--- src/rtl/adau_seq_pkg.sv ---
// Shared types and constants for the ADAU1761 bring-up sequencer.
// ADAU_SEQ_VERIFY_EN adds the read-back states to the state enum.
package adau_seq_pkg;

  localparam int          ADAU_ENTRY_W      = 24;
  localparam logic [15:0] ADAU_DELAY_ADDR   = 16'hFFFF;
  localparam int          ADAU_INIT_DUMMIES = 3;

  typedef enum logic [3:0] {
    S_IDLE, S_INIT, S_INIT_WAIT, S_FETCH, S_ISSUE, S_WAIT, S_GAP, S_DELAY,
`ifdef ADAU_SEQ_VERIFY_EN
    S_VERIFY_ISSUE, S_VERIFY_WAIT,
`endif
    S_DONE, S_FAIL
  } seq_state_e;

  // What the single GAP cycle follows, which decides where GAP goes next.
  typedef enum logic [1:0] {GAP_INIT, GAP_WRITE, GAP_READ} gap_kind_e;

  typedef struct packed {
    logic [15:0] addr;
    logic [7:0]  data;
  } seq_entry_t;

endpackage

--- src/rtl/adau_seq_rom.sv ---
// Synchronous-read codec register table. Entries past the list (or past
// NUM_ENTRIES) read as zero-length delays, which the sequencer skips over.
module adau_seq_rom
  import adau_seq_pkg::*;
#(
  parameter int NUM_ENTRIES = 32
) (
  input  logic                    clk,
  input  logic [7:0]              addr,
  output logic [ADAU_ENTRY_W-1:0] entry
);

  localparam seq_entry_t NOP = '{addr: ADAU_DELAY_ADDR, data: 8'h00};

  // Clock control goes first; the delay lets the core clock settle.
  function automatic seq_entry_t lookup(input logic [7:0] a);
    case (a)
      8'd0:    lookup = '{16'h4000, 8'h01};
      8'd1:    lookup = '{16'h4017, 8'h00};
      8'd2:    lookup = '{ADAU_DELAY_ADDR, 8'h02};
      8'd3:    lookup = '{16'h4019, 8'h03};
      8'd4:    lookup = '{16'h400A, 8'h01};
      8'd5:    lookup = '{16'h400C, 8'h01};
      8'd6:    lookup = '{16'h401C, 8'h21};
      8'd7:    lookup = '{16'h401E, 8'h41};
      8'd8:    lookup = '{16'h4029, 8'h03};
      8'd9:    lookup = '{16'h402A, 8'h03};
      8'd10:   lookup = '{16'h40F2, 8'h01};
      8'd11:   lookup = '{16'h40F3, 8'h01};
      8'd12:   lookup = '{16'h40F9, 8'h7F};
      8'd13:   lookup = '{16'h40FA, 8'h03};
      default: lookup = NOP;
    endcase
  endfunction

  always_ff @(posedge clk)
    entry <= (32'(addr) < NUM_ENTRIES) ? lookup(addr) : NOP;

endmodule

--- src/rtl/adau1761_config_sequencer.sv ---
// ADAU1761 bring-up sequencer: SPI-mode init, then one write or delay per
// table entry. ADAU_SEQ_VERIFY_EN adds a read-back check after each write.
module adau1761_config_sequencer
  import adau_seq_pkg::*;
#(
  parameter int NUM_ENTRIES    = 32,
  parameter int TIMEOUT_CYCLES = 256,
  parameter int DELAY_UNIT     = 1024
) (
  input  logic        clk,
  input  logic        reset,
  input  logic        start,
  output logic        busy,
  output logic        done,
  output logic        error,
  output logic [7:0]  err_index,
  output logic        spi_init,
  output logic        spi_write,
  output logic        spi_read,
  output logic [15:0] spi_address,
  output logic [7:0]  spi_wdata,
  input  logic        spi_cs,
  input  logic [39:0] spi_rdata
);

  localparam int         TMO_W      = $clog2(TIMEOUT_CYCLES + 1);
  localparam logic [7:0] LAST_IDX   = 8'(NUM_ENTRIES - 1);
  localparam logic [1:0] LAST_DUMMY = 2'(ADAU_INIT_DUMMIES - 1);

  seq_state_e             state;
  gap_kind_e              gap_kind;
  logic [7:0]             idx, fail_idx, rom_addr;
  logic [ADAU_ENTRY_W-1:0] rom_q;
  seq_entry_t             entry;
  logic                   cs_q, cs_rise, tmo_hit;
  logic [1:0]             dummies;
  logic [TMO_W-1:0]       tmo;
  logic [31:0]            dly_cnt;

  assign entry   = seq_entry_t'(rom_q);
  assign cs_rise = spi_cs & ~cs_q;
  assign tmo_hit = (tmo == TMO_W'(TIMEOUT_CYCLES - 1));

  // The ROM has a registered output, so in the cycle that may advance the
  // index we already address the next entry; FETCH then sees it directly.
  assign rom_addr = ((state == S_GAP && gap_kind != GAP_INIT) || state == S_DELAY)
                    ? idx + 8'd1 : idx;

  adau_seq_rom #(.NUM_ENTRIES(NUM_ENTRIES)) u_rom (
    .clk   (clk),
    .addr  (rom_addr),
    .entry (rom_q)
  );

`ifdef ADAU_SEQ_VERIFY_EN
  logic unused_rdata;
  assign unused_rdata = ^spi_rdata[39:8];
`else
  logic unused_rdata;
  assign unused_rdata = ^spi_rdata;
`endif

  always_ff @(posedge clk) begin
    if (reset) begin
      state       <= S_IDLE;
      gap_kind    <= GAP_INIT;
      idx         <= '0;
      fail_idx    <= '0;
      cs_q        <= 1'b1;
      dummies     <= '0;
      tmo         <= '0;
      dly_cnt     <= '0;
      busy        <= 1'b0;
      done        <= 1'b0;
      error       <= 1'b0;
      err_index   <= '0;
      spi_init    <= 1'b0;
      spi_write   <= 1'b0;
      spi_read    <= 1'b0;
      spi_address <= '0;
      spi_wdata   <= '0;
    end else begin
      cs_q      <= spi_cs;
      done      <= 1'b0;
      spi_init  <= 1'b0;
      spi_write <= 1'b0;
      spi_read  <= 1'b0;

      case (state)
        S_IDLE:
          if (start) begin
            error <= 1'b0;
            idx   <= '0;
            busy  <= 1'b1;
            state <= S_INIT;
          end

        S_INIT: begin
          spi_init <= 1'b1;
          tmo      <= '0;
          dummies  <= '0;
          state    <= S_INIT_WAIT;
        end

        // Each dummy transaction gets its own timeout window.
        S_INIT_WAIT:
          if (cs_rise) begin
            tmo <= '0;
            if (dummies == LAST_DUMMY) begin
              gap_kind <= GAP_INIT;
              state    <= S_GAP;
            end else begin
              dummies <= dummies + 2'd1;
            end
          end else if (tmo_hit) begin
            fail_idx <= 8'hFF;
            state    <= S_FAIL;
          end else begin
            tmo <= tmo + TMO_W'(1);
          end

        S_FETCH:
          if (entry.addr == ADAU_DELAY_ADDR) begin
            dly_cnt <= 32'(entry.data) * 32'(DELAY_UNIT);
            state   <= S_DELAY;
          end else begin
            spi_address <= entry.addr;
            spi_wdata   <= entry.data;
            state       <= S_ISSUE;
          end

        S_ISSUE: begin
          spi_write <= 1'b1;
          tmo       <= '0;
          state     <= S_WAIT;
        end

        S_WAIT:
          if (cs_rise) begin
            gap_kind <= GAP_WRITE;
            state    <= S_GAP;
          end else if (tmo_hit) begin
            fail_idx <= idx;
            state    <= S_FAIL;
          end else begin
            tmo <= tmo + TMO_W'(1);
          end

        S_GAP:
          if (gap_kind == GAP_INIT)
            state <= S_FETCH;
`ifdef ADAU_SEQ_VERIFY_EN
          else if (gap_kind == GAP_WRITE)
            state <= S_VERIFY_ISSUE;
          else if (spi_rdata[7:0] != spi_wdata) begin
            fail_idx <= idx;
            state    <= S_FAIL;
          end
`endif
          else if (idx == LAST_IDX)
            state <= S_DONE;
          else begin
            idx   <= idx + 8'd1;
            state <= S_FETCH;
          end

        S_DELAY:
          if (dly_cnt != '0)
            dly_cnt <= dly_cnt - 32'd1;
          else if (idx == LAST_IDX)
            state <= S_DONE;
          else begin
            idx   <= idx + 8'd1;
            state <= S_FETCH;
          end

`ifdef ADAU_SEQ_VERIFY_EN
        S_VERIFY_ISSUE: begin
          spi_read <= 1'b1;
          tmo      <= '0;
          state    <= S_VERIFY_WAIT;
        end

        S_VERIFY_WAIT:
          if (cs_rise) begin
            gap_kind <= GAP_READ;
            state    <= S_GAP;
          end else if (tmo_hit) begin
            fail_idx <= idx;
            state    <= S_FAIL;
          end else begin
            tmo <= tmo + TMO_W'(1);
          end
`endif

        S_DONE: begin
          done  <= 1'b1;
          busy  <= 1'b0;
          state <= S_IDLE;
        end

        S_FAIL: begin
          error     <= 1'b1;
          err_index <= fail_idx;
          busy      <= 1'b0;
          state     <= S_IDLE;
        end

        default: state <= S_IDLE;
      endcase
    end
  end

endmodule

--- config.mk ---
export PLATFORM = sky130hd
export DESIGN_NAME = adau1761_config_sequencer
export DESIGN_NICKNAME = d
export VERILOG_FILES = /design/src/rtl/adau_seq_pkg.sv /design/src/rtl/adau_seq_rom.sv /design/src/rtl/adau1761_config_sequencer.sv
export SDC_FILE = /design/constraint.sdc
export NUM_CORES = 1
export LEC_CHECK = 0
export BUFFER_PORTS_ARGS = -buffer_cell sky130_fd_sc_hd__buf_4
export CORE_MARGIN = 2
export CORE_UTILIZATION = 49
export CTS_BUF_LIST = sky130_fd_sc_hd__clkbuf_8 sky130_fd_sc_hd__clkbuf_16
export CTS_CLUSTER_SIZE = 25
export DETAILED_ROUTE_END_ITERATION = 8
export PLACE_DENSITY = 0.67
export SYNTH_ARGS = -nofsm -noshare
export SYNTH_HDL_FRONTEND = slang
export SYNTH_SLANG_ARGS = --single-unit
--- constraint.sdc ---
create_clock -name clk -period 3.9 [get_ports clk]
set_clock_uncertainty 0.05 [all_clocks]
set_input_delay 0.195 -clock clk [delete_from_list [all_inputs] [get_ports clk]]
set_output_delay 0.195 -clock clk [all_outputs]
set_load 0.01 [all_outputs]
==> flow_summary.toml, run 1 <==
[floorplanning]
die_x_um = 109
dieArea_um2 = 11900
die_y_um = 109
initial_core_util_pct = 50.1
ios = 82
fp-row-count = 38
coreArea_um2 = 10800

[layout]
synthToLayoutAreaGrowth_pct = 8.80
nNetsFinal = 710
n_fill_cell = 1054
drive_gt1_share_pct = 15.5
utilization_pct = 54.5
fin_cells = 803
antennaDiodeCount = 0
final_common_cell = "dfxtp_1"
final_cell_mix = "dfxtp_1, nand2_1, a21oi_1"

[power]
clkPwrFrac_pct = 29.5
swShare_pct = 33.0
ir_worst_vdd_mv = 0.338
seqPwrFrac_pct = 51.2
p_sw_mw = 0.739
combPwrFrac_pct = 19.2
p_int_mw = 1.50
powerDensity_nw_per_um2 = 378
p_leak_nw = 2.21

[drt]
drt_iter0_drc = 274
drc = 0
drtPass1Iterations = 4
drt_wl_total_um = 13000
avgViaCountPerCell = 6.08
wl_per_cell_um = 16.2
postRouteAntennaNets = 0
via_count = 4884

[clocking]
cts_sinks = 105
numCtsBuffers = 9
clockBufferDepth = 2
cts_setup_buffers = 0
htree_levels = 3
cts_tree = "built"
clock-root-buffer = "clkbuf_8"
clkTransAtPathRegs_ps = 100
clk_latency_ps = 390

[min_path]
hold_path.class = "in2reg"

[logic_synthesis]
synth_ff_type = "dfxtp_1"
netlist.area_leader.share_pct = 38.7
synth_cell_type_count = 74
async_reset_ff_share_pct = 0
synth_area_leader_cell = "dfxtp_1"
syn_area_um2 = 5430
ys_ff_latch = 105
synth_area_per_cell_um2 = 8.39
synth_edf_count = 0
yosysSeqAreaShare_pct = 38.7
yosys-top-cells-area = "dfxtp_1, a21oi_1, nand2_1, nor2_1, nor3_1"
synth_warnings = 0
syn_inst = 648

[global_routing]
track_usage_pct = 22.5
grt_pass1_wl_um = 21400
antenna_found_initial = 0
grt_max_degree = 56
gr-total-overflow = 0
grt_pass1_vias = 4415

[sta]
finalMaxSlewViolations = 0
tns_ps = 0
period_share_pct = 78.1
tightest_slew_ps = 872
max_slew_margin_pct = 41.5
fin_crit_ps = 3050
rsz0062_at_grt = "no"
max_freq_ghz = 0.328
setup_violations = 0
hold_viol = 0

[placement]
dp_cells = 786
place_congestion = 0.843
dpl.hpwl_um = 9110
port_buffers = 39

[outcome]
status = "complete, no violations"

[critical_path]
startpoint_type = "flop"
cp.required_ps = 4110
cp_data_arrival_time_ps = 3260
end_kind = "flop"
critical_path.max_fanout = 17
path_class = "reg2reg"

[flow_run]
drv_cap = 0
[worst paths after layout]
path / cells past startpoint / from / endpoint / slack [ps]
worst max-delay path: 7 / dly_cnt[0] / dly_cnt[14] / 850
worst min-delay path: 3 / start / busy / 100
worst max register to register: 7 / dly_cnt[0] / dly_cnt[14] / 850
worst min register to register: 2 / tmo[8] / tmo[8] / 410
[metal layers]
layer	share of wire, %	GRT usage [%]
met5	0	0
met4	1.6	6.33
met1	46	30.6
met3	5.1	4.86
met2	48	36.3
[synthesized netlist by cell type (all sizes together) (3+ instances only)]
cell       n
a211o      4
a211oi     5
a21o       3
a21oi     61
a31oi     10
and2       6
and3       5
buf       19
clkbuf    32
dfxtp    105
ha         8
inv       10
mux2       4
mux2i     11
nand2     63
nand2b     7
nand3     17
nand3b     3
nand4     10
nand4b     4
nor2      55
nor3      41
nor4      17
o2111ai    3
o21ai     27
o221a      4
o311ai     9
o31ai     12
o41ai      7
or2       11
or3       17
or4       17
xnor2      3
xor2       6
[flip-flops by register name, summed over array words and instances (netlist names), 4 cells and up]
| name | flops |
|---|---|
| dly_cnt | 32 |
| err_index | 8 |
| fail_idx | 8 |
| idx | 8 |
| spi_address | 9 |
| spi_wdata | 5 |
| state | 4 |
| tmo | 9 |
| u_rom.entry | 13 |
[final cells by class]
type | count | area (um2) | area share [%]
clock buffer | 9 | 124 | 2.10
clock inverter | 7 | 66.3 | 1.12
inverter | 10 | 37.5 | 0.635
multi-input combinational | 483 | 3040 | 51.4
sequential | 105 | 2100 | 35.6
tap | 140 | 175 | 2.96
timing repair buffer | 49 | 370 | 6.26
[per-stage QoR]
stage          hold slack (ps)  instance area [um2]  setup slack, ps  total power, mW
2_1_floorplan              252                 5440             1450             1.48
3_3_place_gp               369                 5710              934             1.58
3_5_place_dp               385                 5710              900             1.60
4_1_cts                   79.1                 5910              878             2.25
5_1_grt                    110                 5910              691             2.36
6_report                  95.0                 5910              853             2.24
[power by group through the flow]
stage               Clock [mW]  Sequential (mW)  Combinational, mW
finish                   0.660             1.15              0.430
global route             0.721             1.15              0.487
CTS                      0.675             1.14              0.427
detailed placement           0             1.17              0.425
global placement             0             1.17              0.417
floorplan                    0             1.15              0.332
[critical path, cell delays in order, from the launching register on]
cell and delay, ps:
dfxtp_1 330, inv_1 70, ha_1 150, or4b_4 520, or3_1 630, o31ai_4 710, a21o_1 320, o21ai_0 130
[timing repair]
action                                 in CTS  in global routing
gates resized for setup                     0                  0
endpoints found under the hold margin       1                  0
hold buffers                                1                  0
[kinds of logic (layout without fill, tap and decap cells)]
group	after synthesis	after routing	share of synthesized area [%]
flops	105	105	38.7
fa+ha+maj	8	8	1.84
compound gates	163	163	20.3
xor+xnor	9	9	1.45
mux	15	15	2.86
other cells	1	2	0.0690
buf+inv	61	75	5.60
simple gates	286	286	29.2
No activity file was read; power rests on OpenSTA's default activity.
==> inputs of run 2 (changes only) <==
==> constraint.sdc (replaced) <==
create_clock -name clk -period 2.9 [get_ports clk]
set_clock_uncertainty 0.05 [all_clocks]
set_input_delay 0.145 -clock clk [delete_from_list [all_inputs] [get_ports clk]]
set_output_delay 0.145 -clock clk [all_outputs]
set_load 0.01 [all_outputs]
==> flow_summary.toml, run 2 (same netlist as run 1, synthesis figures left out) <==
[power]
powerDensity_nw_per_um2 = 511
finalPower_mw = 3.10
p_leak_nw = 2.31
ir_worst_vdd_mv = 0.380

[outcome]
status = "complete, no violations"

[clocking]
clockBufferDepth = 2
cts_setup_buffers = 0
htree_levels = 3
cts_tree = "built"
clk_latency_ps = 390
hold_buffers = 1
clock-root-buffer = "clkbuf_8"
numCtsBuffers = 9
clkTransAtPathRegs_ps = 100
ctsResizeCount = 0
cts_sinks = 105

[layout]
nNetsFinal = 729
fin_cells = 822
drive_gt1_share_pct = 17.9
final_cell_mix = "dfxtp_1, buf_4, nand2_1"
regMostFlops = "dly_cnt"
synthToLayoutAreaGrowth_pct = 11.6
final_common_cell = "dfxtp_1"
reg.largest.list = "dly_cnt x32, u_rom.entry x13"
largest_register_ffs = 32
antennaDiodeCount = 0

[drt]
via_count = 4891
drc = 0
drt_wl_total_um = 12800
postRouteAntennaNets = 0
drt_iter0_drc = 369
avgViaCountPerCell = 5.95
wl_per_cell_um = 15.6
drtPass1Iterations = 5

[sta]
tightest_slew_ps = 912
max_freq_ghz = 0.373
setup_violations = 0
tns_ps = 0
fin_crit_ps = 2680
period_share_pct = 92.3
hold_viol = 0
finalMaxSlewViolations = 0
max_slew_margin_pct = 39.0
rsz0062_at_grt = "no"

[flow_run]
drv_cap = 0

[global_routing]
grt_max_degree = 56
grt_pass1_vias = 4413
gr-total-overflow = 0
top_usage_layer = "met2"
grt_pass1_wl_um = 21000
met1_usage_pct = 28.9
grt_use_met2_pct = 37.6
antenna_found_initial = 0
grt_use_met3_pct = 5.22
track_usage_pct = 22.5

[placement]
dpl.hpwl_um = 9130
port_buffers = 39
dp_cells = 805
place_congestion = 0.893

[critical_path]
cp_num_buf_inv = 2
crit_chain = "inv_1, ha_1, or4b_4, or3_1, buf_4, nor4_4, o311ai_0, o21ai_0"
end_kind = "flop"
path_class = "reg2reg"
cp.required_ps = 3160
critPathMaxStageDelay_ps = 560
crit_family = "simple AND/OR/NAND/NOR gates"
cp_data_arrival_time_ps = 2940
critical_path.max_fanout = 8
slowest_stage = "or3_1"
startpoint_type = "flop"

[floorplanning]
die_y_um = 109
ios = 82
fp-row-count = 38
coreArea_um2 = 10800
dieArea_um2 = 11900
initial_core_util_pct = 50.1
die_x_um = 109

[min_path]
hold_path.class = "in2reg"
run 2: final timing paths:
| path | slack (ps) | from | depth (start not counted) | to |
|---|---|---|---|---|
| worst max-delay path | 220 | dly_cnt[0] | 8 | dly_cnt[13] |
| worst min-delay path | 40 | start | 3 | busy |
| worst max register to register | 220 | dly_cnt[0] | 8 | dly_cnt[13] |
| worst min register to register | 410 | err_index[7] | 2 | err_index[7] |
run 2: worst register-to-register path, cell delays in order, from the launching register on:
cell,delay (ps)
dfxtp_1,330
inv_1,70
ha_1,170
or4b_4,530
or3_1,560
buf_4,240
nor4_4,370
o311ai_0,190
o21ai_0,100
run 2: cell type report:
type / instances / area (um2)
inverter: 10 / 37.5
timing repair buffer: 68 / 513
sequential: 105 / 2100
multi-input combinational: 483 / 3040
fill: 1012 / 4770
clock buffer: 10 / 138
clock inverter: 6 / 63.8
tap: 140 / 175
run 2: routing by layer:
layer	vias up	share of wire [%]
li1	2452	-
met1	2331	46
met2	96	49
met3	12	3.5
met4	0	1.3
met5	-	0
run 2: power breakdown:
group | internal (mW) | leakage, nW | total [mW] | switching [mW]
clock network | 0.424 | 0.104 | 0.936 | 0.512
registers | 1.49 | 0.847 | 1.52 | 0.0387
logic | 0.229 | 1.36 | 0.638 | 0.409
total | 2.14 | 2.31 | 3.10 | 0.959
run 2: per-stage QoR:
step                      util (%)  setup slack, ps  cell area [um2]  hold slack, ps
after floorplan                  -              449             5440             202
after global placement        54.0              307             5850             319
after detailed placement      54.0              231             5850             330
after CTS                     56.0              222             6070            23.6
after global routing          56.0             66.5             6070            38.5
final                         56.0              222             6070            38.2
==> inputs of run 3 (changes only) <==
--- a/config.mk
+++ b/config.mk
@@ -7,11 +7,11 @@
 export LEC_CHECK = 0
 export BUFFER_PORTS_ARGS = -buffer_cell sky130_fd_sc_hd__buf_4
 export CORE_MARGIN = 2
-export CORE_UTILIZATION = 49
+export CORE_UTILIZATION = 57
 export CTS_BUF_LIST = sky130_fd_sc_hd__clkbuf_8 sky130_fd_sc_hd__clkbuf_16
 export CTS_CLUSTER_SIZE = 25
 export DETAILED_ROUTE_END_ITERATION = 8
-export PLACE_DENSITY = 0.67
+export PLACE_DENSITY = 0.77
 export SYNTH_ARGS = -nofsm -noshare
 export SYNTH_HDL_FRONTEND = slang
 export SYNTH_SLANG_ARGS = --single-unit
==> flow_summary.toml, run 3 (same netlist as run 1, synthesis figures left out) <==
[layout]
final_common_cell = "dfxtp_1"
antennaDiodeCount = 0
drive_gt1_share_pct = 17.8
final_cell_mix = "dfxtp_1, buf_4, nand2_1"
regMostFlops = "dly_cnt"
synthToLayoutAreaGrowth_pct = 11.0
nNetsFinal = 726
largest_register_ffs = 32
reg.largest.list = "dly_cnt x32, u_rom.entry x13"
n_fill_cell = 748

[sta]
finalMaxSlewViolations = 0
tightest_slew_ps = 893
max_freq_ghz = 0.365
rsz0062_at_grt = "no"
setup_violations = 0
period_share_pct = 94.4
whs_ps = 50.4
hold_viol = 0
fin_crit_ps = 2740
max_slew_margin_pct = 40.2
tns_ps = 0

[floorplanning]
dieArea_um2 = 10300
die_y_um = 102
die_x_um = 102
coreArea_um2 = 9240
initial_core_util_pct = 58.8
fp-row-count = 35
ios = 82

[clocking]
numCtsBuffers = 9
cts_sinks = 105
clk_latency_ps = 380
htree_levels = 3
cts_tree = "built"
cts_setup_buffers = 0
clock-root-buffer = "clkbuf_8"
clkTransAtPathRegs_ps = 110
clockBufferDepth = 2

[placement]
dpl.hpwl_um = 9110
place_congestion = 0.905
port_buffers = 39

[drt]
wl_per_cell_um = 16.1
postRouteAntennaNets = 0
drt_wl_total_um = 13000
drc = 0
avgViaCountPerCell = 6.23
drtPass1Iterations = 5
drt_iter0_drc = 430
via_count = 5033

[power]
clkPwrFrac_pct = 29.3
seqPwrFrac_pct = 50.0
p_sw_mw = 1.02
combPwrFrac_pct = 20.7
swShare_pct = 33.4
powerDensity_nw_per_um2 = 508
ir_worst_vdd_mv = 0.395
p_int_mw = 2.04
p_leak_nw = 2.28

[critical_path]
end_kind = "flop"
startpoint_type = "flop"
cp.required_ps = 3120
path_class = "reg2reg"
cp_data_arrival_time_ps = 2960
critical_path.max_fanout = 8

[global_routing]
grt_pass1_vias = 4483
grt_max_degree = 56
track_usage_pct = 26.2
antenna_found_initial = 0
grt_pass1_wl_um = 21700
gr-total-overflow = 0

[min_path]
hold_path.class = "in2reg"

[flow_run]
drv_cap = 0

[outcome]
status = "complete, no violations"
## run 3: cell type report
| type | count | area [um2] | share of cell area [%] |
|---|---|---|---|
| Inverter | 10 | 37.5 | 0.623 |
| Tap cell | 129 | 161 | 2.68 |
| Clock buffer | 9 | 124 | 2.05 |
| Sequential cell | 105 | 2100 | 34.9 |
| Multi-Input combinational cell | 483 | 3040 | 50.4 |
| Clock inverter | 7 | 72.6 | 1.20 |
| Timing Repair Buffer | 65 | 490 | 8.13 |
## run 3: per-stage QoR
stage / power, mW / worst slack (ps) / util (%) / cell area, um2 / std cells
after floorplan: 1.99 / 449 / - / 5440 / 649
after global placement: 2.16 / 203 / 63.0 / 5820 / 791
after detailed placement: 2.18 / 98.9 / 63.0 / 5820 / 791
after CTS: 3.06 / 38.2 / 65.2 / 6020 / 808
after global routing: 3.21 / 68.5 / 65.3 / 6030 / 808
final: 3.06 / 163 / 65.3 / 6030 / 808
## run 3: path summary, 6_finish.rpt
check | from | to | slack, ps | depth (start not counted)
max | dly_cnt[0] | state[0] | 160 | 8
min | start | busy | 50 | 3
max reg2reg | dly_cnt[0] | state[0] | 160 | 8
min reg2reg | u_rom.entry[12] | spi_address[4] | 390 | 2
## run 3: critical path, cell delays in order, from the launching register on
cell and delay (ps):
dfxtp_1 340, inv_1 80, ha_1 170, or4b_4 530, or3_4 460, buf_4 190
o21ai_4 270, nand3_2 160, o41ai_1 380
## run 3: what timing repair did
item,CTS,global route
hold buffers,1,0
setup endpoints to repair,0,2
resized for setup,0,1
endpoints found under the hold margin,1,0
## run 3: metal layers
metal / up-vias / GRT usage (%) / routed length (um)
li1: 2451 / - / -
met2: 193 / 37.7 / 5540
met1: 2373 / 40.2 / 6300
met3: 16 / 4.07 / 988
met5: - / 0 / 0
met4: 0 / 7.90 / 151
## run 3: power groups by stage
stage / Sequential (mW) / Clock (mW) / Combinational [mW]
finish: 1.53 / 0.897 / 0.632
global route: 1.54 / 0.967 / 0.703
CTS: 1.53 / 0.912 / 0.621
detailed placement: 1.56 / 0 / 0.616
global placement: 1.56 / 0 / 0.602
floorplan: 1.55 / 0 / 0.447
